`src/rtl/bit_8_demux_deser.sv`:
```
// bit_8_demux_deser: rebuilds a parallel word from a serial bit stream
// (receive side of the 8:1 bit mux). Bits arrive one per accepted edge and
// are placed either by a self-stepping counter (LSB first) or at an
// externally supplied index. The finished word is held on dout until the
// next completion or a reset.
//
// Ports:
//   clk        rising-edge clock
//   rst_n      synchronous active-low reset, highest priority
//   din        serial data bit
//   din_valid  din (and sel / ext_sel_en) sampled on this edge when high
//   ext_sel_en 0 = internal counter addressing, 1 = external sel addressing
//   sel        bit index for din in external mode
//   clear      synchronous frame abort, also clears dup_err
//   dout       last completed word
//   dout_valid one-cycle pulse in the cycle after a word completes
//   busy       frame partially collected
//   bit_cnt    next bit index in internal mode
//   dup_err    sticky: an index was written twice within one external frame
//
// WIDTH must be a power of two and SEL_W must equal log2(WIDTH).

// Per-bit slice: decides the next shadow/mask bit for one lane of the word.
// Purely combinational; the top holds the flops and gates the write enable.
module bit_8_demux_deser_lane (
    input  logic hit,        // this lane is addressed on the current edge
    input  logic ext,        // external addressing mode
    input  logic din,
    input  logic shadow_bit,
    input  logic mask_bit,
    output logic shadow_nxt,
    output logic mask_nxt,
    output logic dup         // addressed lane was already written this frame
);
    assign shadow_nxt = hit ? din : shadow_bit;
    // The written-mask only tracks external mode; internal mode relies on
    // the counter reaching the top index instead.
    assign mask_nxt   = mask_bit | (hit & ext);
    assign dup        = hit & ext & mask_bit;
endmodule

module bit_8_demux_deser #(
    parameter int WIDTH = 8,
    parameter int SEL_W = 3
) (
    input  logic             clk,
    input  logic             rst_n,
    input  logic             din,
    input  logic             din_valid,
    input  logic             ext_sel_en,
    input  logic [SEL_W-1:0] sel,
    input  logic             clear,
    output logic [WIDTH-1:0] dout,
    output logic             dout_valid,
    output logic             busy,
    output logic [SEL_W-1:0] bit_cnt,
    output logic             dup_err
);

    typedef enum logic {
        IDLE    = 1'b0,
        COLLECT = 1'b1
    } state_e;

    state_e             state_q,      state_d;
    logic [WIDTH-1:0]   shadow_q,     shadow_d;
    logic [WIDTH-1:0]   mask_q,       mask_d;
    logic [SEL_W-1:0]   bit_cnt_q,    bit_cnt_d;
    logic [WIDTH-1:0]   dout_q,       dout_d;
    logic               dout_valid_q, dout_valid_d;
    logic               dup_err_q,    dup_err_d;

    // Write-side decode shared by both addressing modes.
    logic [SEL_W-1:0]   wr_idx;
    logic [WIDTH-1:0]   hit;
    logic [WIDTH-1:0]   shadow_wr;    // shadow with this edge's bit merged in
    logic [WIDTH-1:0]   mask_wr;
    logic [WIDTH-1:0]   dup_hit;
    logic               frame_done;

    assign wr_idx = ext_sel_en ? sel : bit_cnt_q;

    for (genvar i = 0; i < WIDTH; i++) begin : g_lane
        assign hit[i] = (wr_idx == SEL_W'(i));

        bit_8_demux_deser_lane u_lane (
            .hit        (hit[i]),
            .ext        (ext_sel_en),
            .din        (din),
            .shadow_bit (shadow_q[i]),
            .mask_bit   (mask_q[i]),
            .shadow_nxt (shadow_wr[i]),
            .mask_nxt   (mask_wr[i]),
            .dup        (dup_hit[i])
        );
    end

    // A frame completes on the edge that writes its last bit, so the word
    // handed to dout is the merged one, not the registered shadow.
    assign frame_done = ext_sel_en ? (&mask_wr)
                                   : (bit_cnt_q == SEL_W'(WIDTH - 1));

    always_comb begin
        state_d      = state_q;
        shadow_d     = shadow_q;
        mask_d       = mask_q;
        bit_cnt_d    = bit_cnt_q;
        dout_d       = dout_q;
        dout_valid_d = 1'b0;
        dup_err_d    = dup_err_q;

        if (clear) begin
            // Abort discards any bit offered on the same edge; dout is kept.
            state_d   = IDLE;
            shadow_d  = '0;
            mask_d    = '0;
            bit_cnt_d = '0;
            dup_err_d = 1'b0;
        end else if (din_valid) begin
            shadow_d = shadow_wr;
            if (ext_sel_en) begin
                mask_d = mask_wr;
                if (|dup_hit) begin
                    dup_err_d = 1'b1;
                end
            end else begin
                // Wraps to 0 naturally after the top index.
                bit_cnt_d = bit_cnt_q + 1'b1;
            end

            if (frame_done) begin
                dout_d       = shadow_wr;
                dout_valid_d = 1'b1;
                shadow_d     = '0;
                mask_d       = '0;
                state_d      = IDLE;
            end else begin
                state_d      = COLLECT;
            end
        end
    end

    always_ff @(posedge clk) begin
        if (!rst_n) begin
            state_q      <= IDLE;
            shadow_q     <= '0;
            mask_q       <= '0;
            bit_cnt_q    <= '0;
            dout_q       <= '0;
            dout_valid_q <= 1'b0;
            dup_err_q    <= 1'b0;
        end else begin
            state_q      <= state_d;
            shadow_q     <= shadow_d;
            mask_q       <= mask_d;
            bit_cnt_q    <= bit_cnt_d;
            dout_q       <= dout_d;
            dout_valid_q <= dout_valid_d;
            dup_err_q    <= dup_err_d;
        end
    end

    assign dout       = dout_q;
    assign dout_valid = dout_valid_q;
    assign busy       = (state_q == COLLECT);
    assign bit_cnt    = bit_cnt_q;
    assign dup_err    = dup_err_q;

endmodule

```
`config.mk`:
```
export PLATFORM = sky130hd
export DESIGN_NAME = bit_8_demux_deser
export DESIGN_NICKNAME = d
export VERILOG_FILES = /design/src/rtl/bit_8_demux_deser.sv
export SDC_FILE = /design/constraint.sdc
export NUM_CORES = 1
export LEC_CHECK = 0
export ABC_CLOCK_PERIOD_IN_PS = 2350
export CAP_MARGIN = 20
export CORE_MARGIN = 10
export CORE_UTILIZATION = 31
export CTS_CLUSTER_SIZE = 16
export DETAILED_ROUTE_END_ITERATION = 10
export DONT_BUFFER_PORTS = 1
export GPL_TIMING_DRIVEN = 0
export HOLD_SLACK_MARGIN = 0.05
export PLACE_DENSITY = 0.5
export SETUP_SLACK_MARGIN = 0.3
export SLEW_MARGIN = 0
export SYNTH_ARGS = -nofsm -noshare
export SYNTH_HDL_FRONTEND = slang
export SYNTH_SLANG_ARGS = --single-unit
```
`constraint.sdc`:
```
create_clock -name clk -period 2.35 [get_ports clk]
set_input_delay 0.3525 -clock clk [delete_from_list [all_inputs] [get_ports clk]]
set_output_delay 0.3525 -clock clk [all_outputs]
set_load 0.1 [all_outputs]
```
* Yosys cells after proc, flatten, opt, wreduce, memory -nomap -nowiden *
Index checks and enable logic that the tools add are counted.

storage, ports and cells
  register bits after elaboration = 30
  word-level logic and storage cells = 69
  input bits = 9
  output and inout bits = 14

cells by class
  bitwise gates (word level) = 28
  multiplexer cells = 15
  eq/ne operators = 8
  add/sub/neg operators = 1
  reductions and logical operators = 10

operator list
  kind                 number
  $mux 8               3
  $and 1x1->1          16
  $eq 3x3->1 const B   5
  $mux 1               11
  $or 1x1->1           8
  $reduce_and 8->1     1
  $reduce_or 8->1      1
  $eq 3x2->1 const B   2
  $reduce_and 3->1     2
  $not 1->1            4
  $reduce_and 2->1     2
  $add 3x1->3 const B  1
  $eq 3x1->1 const B   1
  $logic_not 3->1      1
  $mux 3               1
  $reduce_or 3->1      1
  $reduce_bool 2->1    1
  $reduce_or 2->1      1

* Longest topological paths before layout *
Gate-level depths: netlist of the first run.

  depth in word-level cells = 8
  depth in mapped cells = 8

* By module *
Synthesis of the first run repeated with hierarchy kept, for this count alone.

second synthesis, totals
  cells, all modules = 168
  area, all modules = 1,555.2 um^2

modules (own cells, without submodules)
  module                  seq. area each (um^2)  area each (um^2)  cells each  instances
  bit_8_demux_deser       600.6                  1,305.0           144         1
  bit_8_demux_deser_lane  0.0                    31.3              3           8

* Least setup slack after synthesis of the first run *
OpenSTA, ideal clock, no wires.

  kind = register to register
  from = reg bit_cnt_q[1] (netlist: bit_cnt[1])
  to = reg dout_q[0] (netlist: dout[0])
  clock period less this slack = 2.477 ns
  cell stages (with the launch flop) = 8
  slack = -0.127 ns
  buffers on the path = 1
  arrival = 2.361 ns
  library setup time = 0.116 ns
  cell sequence = dfxtp_1 ha_1 ha_1 o21ai_1 or2_1 clkbuf_1 o31a_1 o21a_1

between the ends
  cells in the longest elaborated chain, start to end = 7
  elaborated cells between the ends (all ways) = 30
  those cells by class = eq/ne: 8; mux: 3; bitwise: 16; reduce/logical: 3

ends and longest elaborated chain
  element                             line  RTL
  start, declared                     68    logic [SEL_W-1:0] bit_cnt_q, bit_cnt_d;
  start signal, assigned              156   bit_cnt_q <= bit_cnt_d;
  $mux 3                              81    assign wr_idx = ext_sel_en ? sel : bit_cnt_q;
  $eq 3x1->1 (tied with other cells)  84    assign hit[i] = (wr_idx == SEL_W'(i));
  $and 1x1->1                         38    assign mask_nxt = mask_bit | (hit & ext);
  $or 1x1->1                          38
  $reduce_and 8->1                    100   assign frame_done = ext_sel_en ? (&mask_wr)
  $mux 1                              100
  $reduce_and 3->1 (no line)          --
  end signal, assigned                157   dout_q <= dout_d;
  end, declared                       69    logic [WIDTH-1:0] dout_q, dout_d;

Several ways; a longest one is shown, not always the timed one.
A chain may end at the register's enable or synchronous reset.

* Final worst setup path of the first run *
  from = reg bit_cnt_q[0] (netlist: bit_cnt[0])
  to = reg dout_q[2] (netlist: dout[2])

The elaborated chain is that of the path after synthesis.

==> qor.txt, run 1 <==
=========================================================================================
X dimension of the die .....................................................        91 um
Hold wc startpoint .........................................................        clear
Number of I/O port buffers .................................................            0
Clock-pin transition on the worst setup and hold timing paths ..............      0.06 ns
Max-cap violations .........................................................            0
Final critical delay including setup and external delays ...................     2.002 ns
Critical path data arrival time ............................................      2.17 ns
Sink of the worst hold path ................................................ shadow_q[2]$_SDFFE_PP0P_
Proportion of synthesized chip area in sequential cells ....................       38.43%
Status ..................................................................... finished, final reports clean
Vias per std cell ..........................................................        5.402
Cell variety after synth ...................................................           43
Mapped Area ................................................................     1563 um2
Setup slack of the most critical reg-to-reg path ...........................      0.35 ns
Critical path required time ................................................      2.52 ns
N_diodes ...................................................................            0
Portion of synthesized cell area occupied by the leading cell type .........       38.43%
Count of hold-fix buffers inserted at cts ..................................            0
Initial antenna violation count ............................................            0
Number of iterations in the first detailed-routing pass ....................            4
Endpoint of the worst-slack reg-to-reg timing path ......................... dout[2]$_SDFFE_PN0P_
Beginning of the worst register-to-register path ........................... bit_cnt[0]$_SDFFE_PP0P_
Leak ....................................................................... 0.0005701 uW
Sort of element at the start of the critical path ..........................     register
Instance count along the most critical hold path ...........................            2
Number of slew-limit violations in the final report ........................            0
Per-instance average area after synthesis ..................................    8.879 um2
Achievable clock frequency .................................................   0.4995 GHz
Proportion of register bits with asynchronous set or reset after synthesis .           0%
Ports ......................................................................           23
Number of vias after detailed routing ......................................        1,356
Area added between synthesis and finish ....................................       14.81%
Largest area contributor in the netlist .................................... sky130_fd_sc_hd__dfxtp_1
CTS tree ...................................................................         done
Slowest cell on the critical path .......................................... sky130_fd_sc_hd__dfxtp_4
Initial standard-cell utilization of the core ..............................       32.44%
DRC violations left ........................................................            0
Worst Max-Slew Pin Slew ....................................................    0.9935 ns
Standard-cell rows .........................................................           25
Setup Skew .................................................................  0.003042 ns
Count of nets left with antenna violations after detail routing ............            0
Fin Setup TNS ..............................................................         0 ns
Number of CTS-inserted buffers .............................................            5
Crit path largest cell delay ...............................................      0.58 ns
Share of layout cells above drive strength 1 ...............................       20.65%
Number of enable flip-flop cells after synthesis ...........................            0
Pin count of the biggest net entering global routing .......................           11
Prevailing post-synth register cell ........................................ sky130_fd_sc_hd__dfxtp_1
Total congestion overflow ..................................................            0
Total clock sinks ..........................................................           30
Clock tree buffer depth ....................................................            2
Share of the cycle needed by the critical path after routing ...............       85.18%
Total wire length ..........................................................      4071 um
Die outline area ...........................................................     8281 um2
Commonest non-fill, non-tap cell in the layout ............................. sky130_fd_sc_hd__dfxtp_1
Crit Path Max Fanout .......................................................            9
Class of the tightest hold or removal check ................................    in -> reg
Cell area power density .................................................... 639.0 nW/um2
Share of power burned in the clock network .................................        40.7%
Number of cells in the design after placement ..............................          243
Drt first-iter violations ..................................................           37
Number of global-route vias before repair ..................................        1,305
Sequential Area ............................................................    611.8 um2
Number of standard cells after synthesis ...................................          176
Clock Tree Root ............................................................ sky130_fd_sc_hd__clkbuf_8
Worst r2r path cells .......................................................            7
Number of setup buffers added after CTS ....................................            0
Switching Share ............................................................       27.66%
Final non-filler cell total ................................................          251
Area used by multi-input combinational logic ...............................    903.4 um2
First-pass GRT wire length .................................................      6479 um
Part of the power in combinational logic ...................................         9.7%
Total net switching power ..................................................     317.2 uW
DIE HEIGHT .................................................................        91 um
Synthesized net count ......................................................          187
Synth area leaders ......................................................... sky130_fd_sc_hd__dfxtp_1, sky130_fd_sc_hd__a21oi_1, sky130_fd_sc_hd__o31a_1, sky130_fd_sc_hd__o21a_1, sky130_fd_sc_hd__nor2_2
Critical path capture point type ...........................................     register
Slew margin rel. ...........................................................       33.68%
Share of power burned in registers .........................................        49.6%
WS Path Type ...............................................................   reg -> reg
Most frequent cells in the layout .......................................... sky130_fd_sc_hd__dfxtp_1, sky130_fd_sc_hd__a21oi_1, sky130_fd_sc_hd__nand2_1
Global router's overall resource usage .....................................       9.637%
Number of nets at the end of the flow ......................................          194
Number of hold violations in the final report ..............................            0
Number of storage elements in the synthesis netlist ........................           30
RSZ-0062 raised after global routing .......................................           no
Internal Dissipation .......................................................     829.3 uW
Number of filler instances in the final layout .............................          504
Global placement routability congestion ....................................       0.8061
Clock latency of the later-clocked register in the worst-skew pair .........      0.28 ns
# H-tree levels ............................................................            2
Sequence of cells on the critical path ..................................... ha_4 > ha_2 > o21ai_4 > or2_1 > clkbuf_4 > o31a_1 > o21a_1
Floorplan core area ........................................................     4817 um2
Average wire per standard cell .............................................     16.22 um
Sum of net half-perimeters after detailed placement ........................      2943 um
Warnings, synthesis ........................................................            0
Count of endpoints failing setup in the final report .......................            0
Highest ir drop seen on vdd ................................................    0.2775 mV
=========================================================================================
==> layout make-up <==
| type | instances | area share [%] |
|---|---|---|
| clock buffers | 8 | 5.649 |
| multi-input cells | 127 | 50.35 |
| plain buffers | 10 | 3.347 |
| well taps | 67 | 4.672 |
| flip-flops and latches | 30 | 34.10 |
| inverters | 9 | 1.883 |
==> layer usage <==
metal  track usage, %  share of wire [%]  wire length [um]  up-vias
met4            3.525               0.91                37        0
met2            15.69                 47              1920       36
met5                0                  0                 0        -
met3            5.350                9.7               395        5
met1            10.29                 42              1718      653
li1                 -                  -                 -      662
==> cell families after synthesis <==
logic type | after synthesis | share of synthesized area [%]
DFF | 30 | 38.43
buffers and inverters | 19 | 5.765
adders and majority gates | 2 | 1.601
and+or+nand+nor | 51 | 18.10
xor gates and xnor gates | 1 | 0.5606
muxes | 2 | 1.361
AOI/OAI and AO/OA | 71 | 34.19
==> Yosys cell counts, types with 3 or more instances <==
library cell and number:
sky130_fd_sc_hd__a31o_2 4, sky130_fd_sc_hd__o31a_1 8, sky130_fd_sc_hd__dfxtp_1 30, sky130_fd_sc_hd__a21oi_1 14, sky130_fd_sc_hd__clkbuf_1 7, sky130_fd_sc_hd__a22oi_1 4, sky130_fd_sc_hd__nand2_1 11, sky130_fd_sc_hd__o21ai_2 3
sky130_fd_sc_hd__nor2_2 10, sky130_fd_sc_hd__nor2b_1 3, sky130_fd_sc_hd__nand3_1 6, sky130_fd_sc_hd__inv_1 9, sky130_fd_sc_hd__o32ai_1 7, sky130_fd_sc_hd__a31oi_1 4, sky130_fd_sc_hd__nor2_1 7, sky130_fd_sc_hd__a31o_1 3
sky130_fd_sc_hd__o21ai_1 4, sky130_fd_sc_hd__o21a_1 9, sky130_fd_sc_hd__nand2b_1 3
==> worst max-delay path by stage <==
stage | end | slack (ns) | from
finish | dout[2]$_SDFFE_PN0P_ | 0.35 | bit_cnt[0]$_SDFFE_PP0P_
detailed placement | dout[0]$_SDFFE_PN0P_ | 0.06 | bit_cnt[0]$_SDFFE_PP0P_
floorplan | dout[0]$_SDFFE_PN0P_ | 0.41 | bit_cnt[0]$_SDFFE_PP0P_
global route | dout[0]$_SDFFE_PN0P_ | 0.29 | bit_cnt[0]$_SDFFE_PP0P_
CTS | dout[0]$_SDFFE_PN0P_ | 0.31 | bit_cnt[0]$_SDFFE_PP0P_
global placement | dout[5]$_SDFFE_PN0P_ | 0.13 | bit_cnt[0]$_SDFFE_PP0P_
==> worst max-delay path, delay by kind of cell, from the launching register on <==
| family | cells | cell delay [ns] |
|---|---|---|
| and+or+nand+nor | 1 | 0.24 |
| DFF | 1 | 0.58 |
| buffers and inverters | 1 | 0.19 |
| adders and majority gates | 2 | 0.39 |
| AOI/OAI and AO/OA | 3 | 0.49 |
==> sequential cells by signal, indices dropped and copies added, names as in the netlist <==
signal      flops
dout            8
shadow_q        8
dup_err         1
busy            1
dout_valid      1
mask_q          8
bit_cnt         3
==> stage by stage <==
| step | power, uW | util [%] | cell area (um2) | hold slack [ns] | worst slack [ns] |
|---|---|---|---|---|---|
| finish | 1147 | 37.25 | 1794 | 0.3137 | 0.3482 |
| detailed placement | 688.6 | 34.36 | 1655 | 0.4750 | 0.06324 |
| global placement | 685.5 | 34.36 | 1655 | 0.4608 | 0.1281 |
| floorplan | 663.2 | - | 1572 | 0.4501 | 0.4075 |
| CTS | 1157 | 36.99 | 1782 | 0.3066 | 0.3080 |
| global route | 1194 | 37.25 | 1794 | 0.3474 | 0.2916 |
==> power groups by stage <==
stage | sequential (uW) | clock (uW) | combinational (uW)
after floorplan | 578 | 0 | 84.8
after global placement | 581 | 0 | 105
after detailed placement | 581 | 0 | 108
after CTS | 569 | 478 | 110
after global routing | 570 | 502 | 122
final | 569 | 467 | 111
==> timing repair <==
item | in CTS | in global routing
gates resized for setup | 6 | 4
setup endpoints to repair | 8 | 8
cloned | 0 | 0
hold endpoints to repair | 0 | 0
Power figures use the tool's default switching activity.
==> run 2, diff against run 1 <==
CORE_UTILIZATION = 61   (was 31)
PLACE_DENSITY = 0.82   (was 0.5)
==> qor.txt, run 2 (synthesis gave the netlist of run 1 again) <==
=================================================================================
Cell area power density ............................................ 581.1 nW/um2   was 639.0 nW/um2
Number of CTS-inserted buffers .....................................            5   unchanged
Final critical delay including setup and external delays ...........     1.965 ns   was 2.002 ns
Global router's overall resource usage .............................       14.70%   was 9.637%
Final non-filler cell total ........................................          214   was 251
Total wire length ..................................................      3734 um   was 4071 um
Drt first-iter violations ..........................................          181   was 37
Clock latency of the later-clocked register in the worst-skew pair .      0.33 ns   was 0.28 ns
Most frequent cells in the layout .................................. sky130_fd_sc_hd__dfxtp_1, sky130_fd_sc_hd__a21oi_1, sky130_fd_sc_hd__nand2_1   unchanged
Total congestion overflow ..........................................            0   unchanged
Count of hold-fix buffers inserted at cts ..........................            0   unchanged
N_diodes ...........................................................            0   unchanged
Slew margin rel. ...................................................       33.58%   was 33.68%
Crit Path Max Fanout ...............................................            8   was 9
Sort of element at the start of the critical path ..................     register   unchanged
Clock Tree Root .................................................... sky130_fd_sc_hd__clkbuf_4   was sky130_fd_sc_hd__clkbuf_8
Global placement routability congestion ............................       0.7922   was 0.8061
Total clock sinks ..................................................           30   unchanged
Share of the cycle needed by the critical path after routing .......       83.60%   was 85.18%
DRC violations left ................................................            0   unchanged
Number of setup buffers added after CTS ............................            0   unchanged
WS Path Type .......................................................   reg -> reg   unchanged
Sequence of cells on the critical path ............................. nor3b_1 > a21o_1 > a21oi_1 > a31o_2 > o31a_1 > o21a_1   was ha_4 > ha_2 > o21ai_4 > or2_1 > clkbuf_4 > o31a_1 > o21a_1
Status ............................................................. finished, final reports clean   unchanged
Achievable clock frequency .........................................   0.5090 GHz   was 0.4995 GHz
Setup Skew .........................................................  0.006724 ns   was 0.003042 ns
Critical path data arrival time ....................................      2.20 ns   was 2.17 ns
Number of global-route vias before repair ..........................        1,321   was 1,305
Clock tree buffer depth ............................................            2   unchanged
Class of the tightest hold or removal check ........................    in -> reg   unchanged
Initial standard-cell utilization of the core ......................       63.66%   was 32.44%
Initial antenna violation count ....................................            0   unchanged
Count of nets left with antenna violations after detail routing ....            0   unchanged
Number of I/O port buffers .........................................            0   unchanged
Floorplan core area ................................................     2455 um2   was 4817 um2
DIE HEIGHT .........................................................     70.62 um   was 91 um
Number of nets at the end of the flow ..............................          194   unchanged
Commonest non-fill, non-tap cell in the layout ..................... sky130_fd_sc_hd__dfxtp_1   unchanged
Number of vias after detailed routing ..............................        1,380   was 1,356
X dimension of the die .............................................     70.62 um   was 91 um
Number of hold violations in the final report ......................            0   unchanged
RSZ-0062 raised after global routing ...............................           no   unchanged
Number of slew-limit violations in the final report ................            0   unchanged
Worst Max-Slew Pin Slew ............................................    0.9950 ns   was 0.9935 ns
Highest ir drop seen on vdd ........................................    0.5324 mV   was 0.2775 mV
Average wire per standard cell .....................................     17.45 um   was 16.22 um
Ports ..............................................................           23   unchanged
Max-cap violations .................................................            0   unchanged
# H-tree levels ....................................................            2   unchanged
Clock-pin transition on the worst setup and hold timing paths ......      0.10 ns   was 0.06 ns
Crit path largest cell delay .......................................      0.59 ns   was 0.58 ns
Critical path required time ........................................      2.58 ns   was 2.52 ns
Slowest cell on the critical path .................................. sky130_fd_sc_hd__dfxtp_4   unchanged
Share of layout cells above drive strength 1 .......................       21.20%   was 20.65%
Critical path capture point type ...................................     register   unchanged
Vias per std cell ..................................................        6.449   was 5.402
Die outline area ...................................................     4986 um2   was 8281 um2
Standard-cell rows .................................................           18   was 25
Count of endpoints failing setup in the final report ...............            0   unchanged
Pin count of the biggest net entering global routing ...............           11   unchanged
Total power after layout ...........................................     997.6 uW   was 1147 uW
Number of cells in the design after placement ......................          206   was 243
Fin Setup TNS ......................................................         0 ns   unchanged
Number of iterations in the first detailed-routing pass ............            4   unchanged
First-pass GRT wire length .........................................      6113 um   was 6479 um
Leak ............................................................... 0.0005549 uW   was 0.0005701 uW
Sum of net half-perimeters after detailed placement ................      2710 um   was 2943 um
Area added between synthesis and finish ............................       9.848%   was 14.81%
CTS tree ...........................................................         done   unchanged
=================================================================================
run 2: cell count changes in the layout (fill, tap and decap cells not counted), sizes merged:
cell	previous run	this run
clkbuf	15	14
clkinv	0	1
run 2: cell type report:
type,count,area (um2)
Multi-Input combinational cell,127,913.4
Fill cell,217,738.2
Sequential cell,30,611.8
Buffer,10,60.06
Clock buffer,7,55.05
Tap cell,30,37.54
Inverter,9,33.78
Clock inverter,1,5.005
run 2: metrics by stage:
stage	setup WS (ns)	util, %	cell area, um2	hold slack, ns
2_1_floorplan	0.4075	-	1572	0.4501
3_3_place_gp	0.1740	65.55	1609	0.4597
3_5_place_dp	0.09052	65.55	1609	0.4710
4_1_cts	0.3005	68.20	1674	0.2708
5_1_grt	0.2501	69.93	1717	0.2549
6_report	0.3855	69.93	1717	0.2848
run 2: where the power goes:
| group | switching, uW | internal [uW] | total (uW) |
|---|---|---|---|
| clock network | 176 | 145 | 321 |
| registers | 54.5 | 513 | 568 |
| logic | 67.8 | 41.2 | 109 |
| total | 298 | 700 | 998 |
run 2: path summary, 6_finish.rpt:
path                            startpoint                  endpoint  slack (ns)  depth (start not counted)
setup / recovery   bit_cnt[0]$_SDFFE_PP0P_      dout[5]$_SDFFE_PN0P_        0.39                          6
hold / removal                       clear  shadow_q[1]$_SDFFE_PP0P_        0.28                          2
setup reg to reg   bit_cnt[0]$_SDFFE_PP0P_      dout[5]$_SDFFE_PN0P_        0.39                          6
hold reg to reg   shadow_q[4]$_SDFFE_PP0P_  shadow_q[4]$_SDFFE_PP0P_        0.49                          2
run 2: routing by layer:
metal	global-route usage, %	up-vias	routed length [um]
li1	-	661	-
met1	15.95	655	1495
met2	23.55	58	1815
met3	8.508	6	387
met4	4.946	0	36
met5	0	-	0
run 2: worst max-delay path, delay by kind of cell, from the launching register on:
kind	cells	cell delay (ns)
flops	1	0.59
simple gates	1	0.29
compound gates	5	0.98
run 2: timing repair:
item / in CTS / in global routing
setup endpoints to repair: 8 / 8
resized for setup: 2 / 9
pin swaps: 0 / 1
==> run 3, diff against run 2 <==
ABC_CLOCK_PERIOD_IN_PS = 1800   (was 2350)
CORE_UTILIZATION = 56   (was 61)
PLACE_DENSITY = 0.79   (was 0.82)
clock period = 1.8 ns   (was 2.35 ns; I/O delays follow)
==> qor.txt, run 3 (synthesis gave the netlist of run 1 again) <==
=================================================================================
Status ............................................................. complete, but fails checks   was finished, final reports clean
Violated checks .................................................... negative setup slack
Sequence of cells on the critical path ............................. nor3b_2 > a21o_2 > a21oi_1 > a31o_2 > o31a_1 > o21a_1   was nor3b_1 > a21o_1 > a21oi_1 > a31o_2 > o31a_1 > o21a_1
Critical path capture point type ...................................     register   unchanged
Slowest cell on the critical path .................................. sky130_fd_sc_hd__dfxtp_4   unchanged
Drt first-iter violations ..........................................          207   was 181
Global router's overall resource usage .............................       15.59%   was 14.70%
Total clock sinks ..................................................           30   unchanged
Area added between synthesis and finish ............................       22.74%   was 9.848%
Number of filler instances in the final layout .....................          215   was 217
Average wire per standard cell .....................................     17.81 um   was 17.45 um
# H-tree levels ....................................................            2   unchanged
Setup Skew .........................................................  0.007421 ns   was 0.006724 ns
Slew margin rel. ...................................................       34.49%   was 33.58%
Initial antenna violation count ....................................            0   unchanged
Count of nets left with antenna violations after detail routing ....            0   unchanged
Total wire length ..................................................      4044 um   was 3734 um
Number of vias after detailed routing ..............................        1,404   was 1,380
Total congestion overflow ..........................................            0   unchanged
N_diodes ...........................................................            0   unchanged
Pin count of the biggest net entering global routing ...............           11   unchanged
Commonest non-fill, non-tap cell in the layout ..................... sky130_fd_sc_hd__dfxtp_1   unchanged
Most frequent cells in the layout .................................. sky130_fd_sc_hd__dfxtp_1, sky130_fd_sc_hd__a21oi_1, sky130_fd_sc_hd__buf_4, sky130_fd_sc_hd__nand2_1, sky130_fd_sc_hd__dfxtp_2   was sky130_fd_sc_hd__dfxtp_1, sky130_fd_sc_hd__a21oi_1, sky130_fd_sc_hd__nand2_1
DRC violations left ................................................            0   unchanged
Number of I/O port buffers .........................................            0   unchanged
Highest ir drop seen on vdd ........................................    0.6170 mV   was 0.5324 mV
Post-Route Hold Slack ..............................................    0.1887 ns   was 0.2848 ns
Critical path data arrival time ....................................      2.08 ns   was 2.20 ns
Global placement routability congestion ............................       0.8666   was 0.7922
Clock Tree Root .................................................... sky130_fd_sc_hd__clkbuf_4   unchanged
Number of global-route vias before repair ..........................        1,389   was 1,321
Standard-cell rows .................................................           19   was 18
Die outline area ...................................................     5303 um2   was 4986 um2
DIE HEIGHT .........................................................     72.83 um   was 70.62 um
Max-cap violations .................................................            0   unchanged
Final critical delay including setup and external delays ...........     1.847 ns   was 1.965 ns
Sum of net half-perimeters after detailed placement ................      2749 um   was 2710 um
Class of the tightest hold or removal check ........................    in -> reg   unchanged
WS Path Type .......................................................   reg -> reg   unchanged
Number of slew-limit violations in the final report ................            0   unchanged
Design Area, Final .................................................     1918 um2   was 1717 um2
X dimension of the die .............................................     72.83 um   was 70.62 um
Crit path largest cell delay .......................................      0.59 ns   about the same
Clock latency of the later-clocked register in the worst-skew pair .      0.33 ns   about the same
Ports ..............................................................           23   unchanged
Area used by multi-input combinational logic .......................    964.7 um2   was 913.4 um2
Floorplan core area ................................................     2710 um2   was 2455 um2
Worst Max-Slew Pin Slew ............................................    0.9812 ns   was 0.9950 ns
Count of endpoints failing setup in the final report ...............            8   was 0
Share of the cycle needed by the critical path after routing .......       102.6%   was 83.60%
Number of nets at the end of the flow ..............................          206   was 194
Clock-pin transition on the worst setup and hold timing paths ......      0.10 ns   about the same
Sequential Area ....................................................    624.3 um2   was 611.8 um2
Vias per std cell ..................................................        6.185   was 6.449
Crit path setup slack, layout ......................................  -0.04738 ns   was 0.3855 ns
Cell area after placement ..........................................     1678 um2   was 1609 um2
Number of iterations in the first detailed-routing pass ............            4   unchanged
RSZ-0062 raised after global routing ...............................          yes   was no
Sort of element at the start of the critical path ..................     register   unchanged
Share of layout cells above drive strength 1 .......................       35.20%   was 21.20%
Leak ............................................................... 0.0006405 uW   was 0.0005549 uW
Crit Path Max Fanout ...............................................            7   was 8
Number of CTS-inserted buffers .....................................            5   unchanged
Achievable clock frequency .........................................   0.5413 GHz   was 0.5090 GHz
First-pass GRT wire length .........................................      6596 um   was 6113 um
Cell area power density ............................................ 730.3 nW/um2   was 581.1 nW/um2
Number of hold violations in the final report ......................            0   unchanged
Clock tree buffer depth ............................................            2   unchanged
CTS tree ...........................................................         done   unchanged
Initial standard-cell utilization of the core ......................       57.66%   was 63.66%
Critical path required time ........................................      2.03 ns   was 2.58 ns
Count of hold-fix buffers inserted at cts ..........................            0   unchanged
=================================================================================
==> run 3: changes by cell type in the layout (fill, tap and decap cells not counted), sizes merged <==
cell / delta
clkinv: -1
buf: +13
==> run 3: report_power, final <==
part | internal, uW | switching, uW
sequential | 672 | 71.2
combinational | 79.9 | 100
clock | 239 | 239
total | 990 | 410
==> run 3: final timing paths <==
check,startpoint,endpoint,slack [ns],depth (start not counted)
worst max-delay path,bit_cnt[0]$_SDFFE_PP0P_,dout[5]$_SDFFE_PN0P_,-0.05,6
worst min-delay path,clear,shadow_q[1]$_SDFFE_PP0P_,0.19,2
worst max register to register,bit_cnt[0]$_SDFFE_PP0P_,dout[5]$_SDFFE_PN0P_,-0.05,6
worst min register to register,shadow_q[1]$_SDFFE_PP0P_,shadow_q[1]$_SDFFE_PP0P_,0.49,2
==> run 3: cell type report <==
| cell class | instances | area share (%) |
|---|---|---|
| multi-input cells | 127 | 50.29 |
| plain buffers | 10 | 3.979 |
| repair buffers | 12 | 5.740 |
| well taps | 31 | 2.022 |
| flip-flops and latches | 30 | 32.55 |
| inverters | 9 | 1.761 |
| clock buffers | 8 | 3.653 |
==> run 3: timing repair <==
| item | 4_1_cts | 5_1_grt |
|---|---|---|
| setup buffers | 11 | 0 |
| resized for setup | 18 | 6 |
| gates cloned | 1 | 0 |
| endpoints found under the setup margin | 37 | 28 |
| pin swaps | 6 | 0 |
==> run 3: stage by stage <==
stage / TNS, ns / worst slack [ns] / util [%] / cells / power (uW)
floorplan: 0 / 0.02958 / - / 176 / 871.8
global placement: -0.5271 / -0.09639 / 61.91 / 207 / 896.4
detailed placement: -0.7556 / -0.1605 / 61.91 / 207 / 901.8
CTS: -0.2591 / -0.03823 / 69.99 / 227 / 1396
global route: -0.7456 / -0.1168 / 70.78 / 227 / 1455
finish: -0.2538 / -0.04738 / 70.78 / 227 / 1401
==> run 3: critical path: cells and delay by family (launching register included) <==
family | cells | cell delay (ns)
AO/OA/AOI/OAI | 5 | 0.89
flip-flops | 1 | 0.59
AND/OR/NAND/NOR | 1 | 0.27
==> run 3: layer usage <==
| metal | vias to the layer above | wire (um) | global-route usage [%] |
|---|---|---|---|
| li1 | 689 | - | - |
| met1 | 660 | 1637 | 17.39 |
| met2 | 51 | 1977 | 25.43 |
| met3 | 4 | 384 | 7.619 |
| met4 | 0 | 44 | 4.852 |
| met5 | - | 0 | 0 |
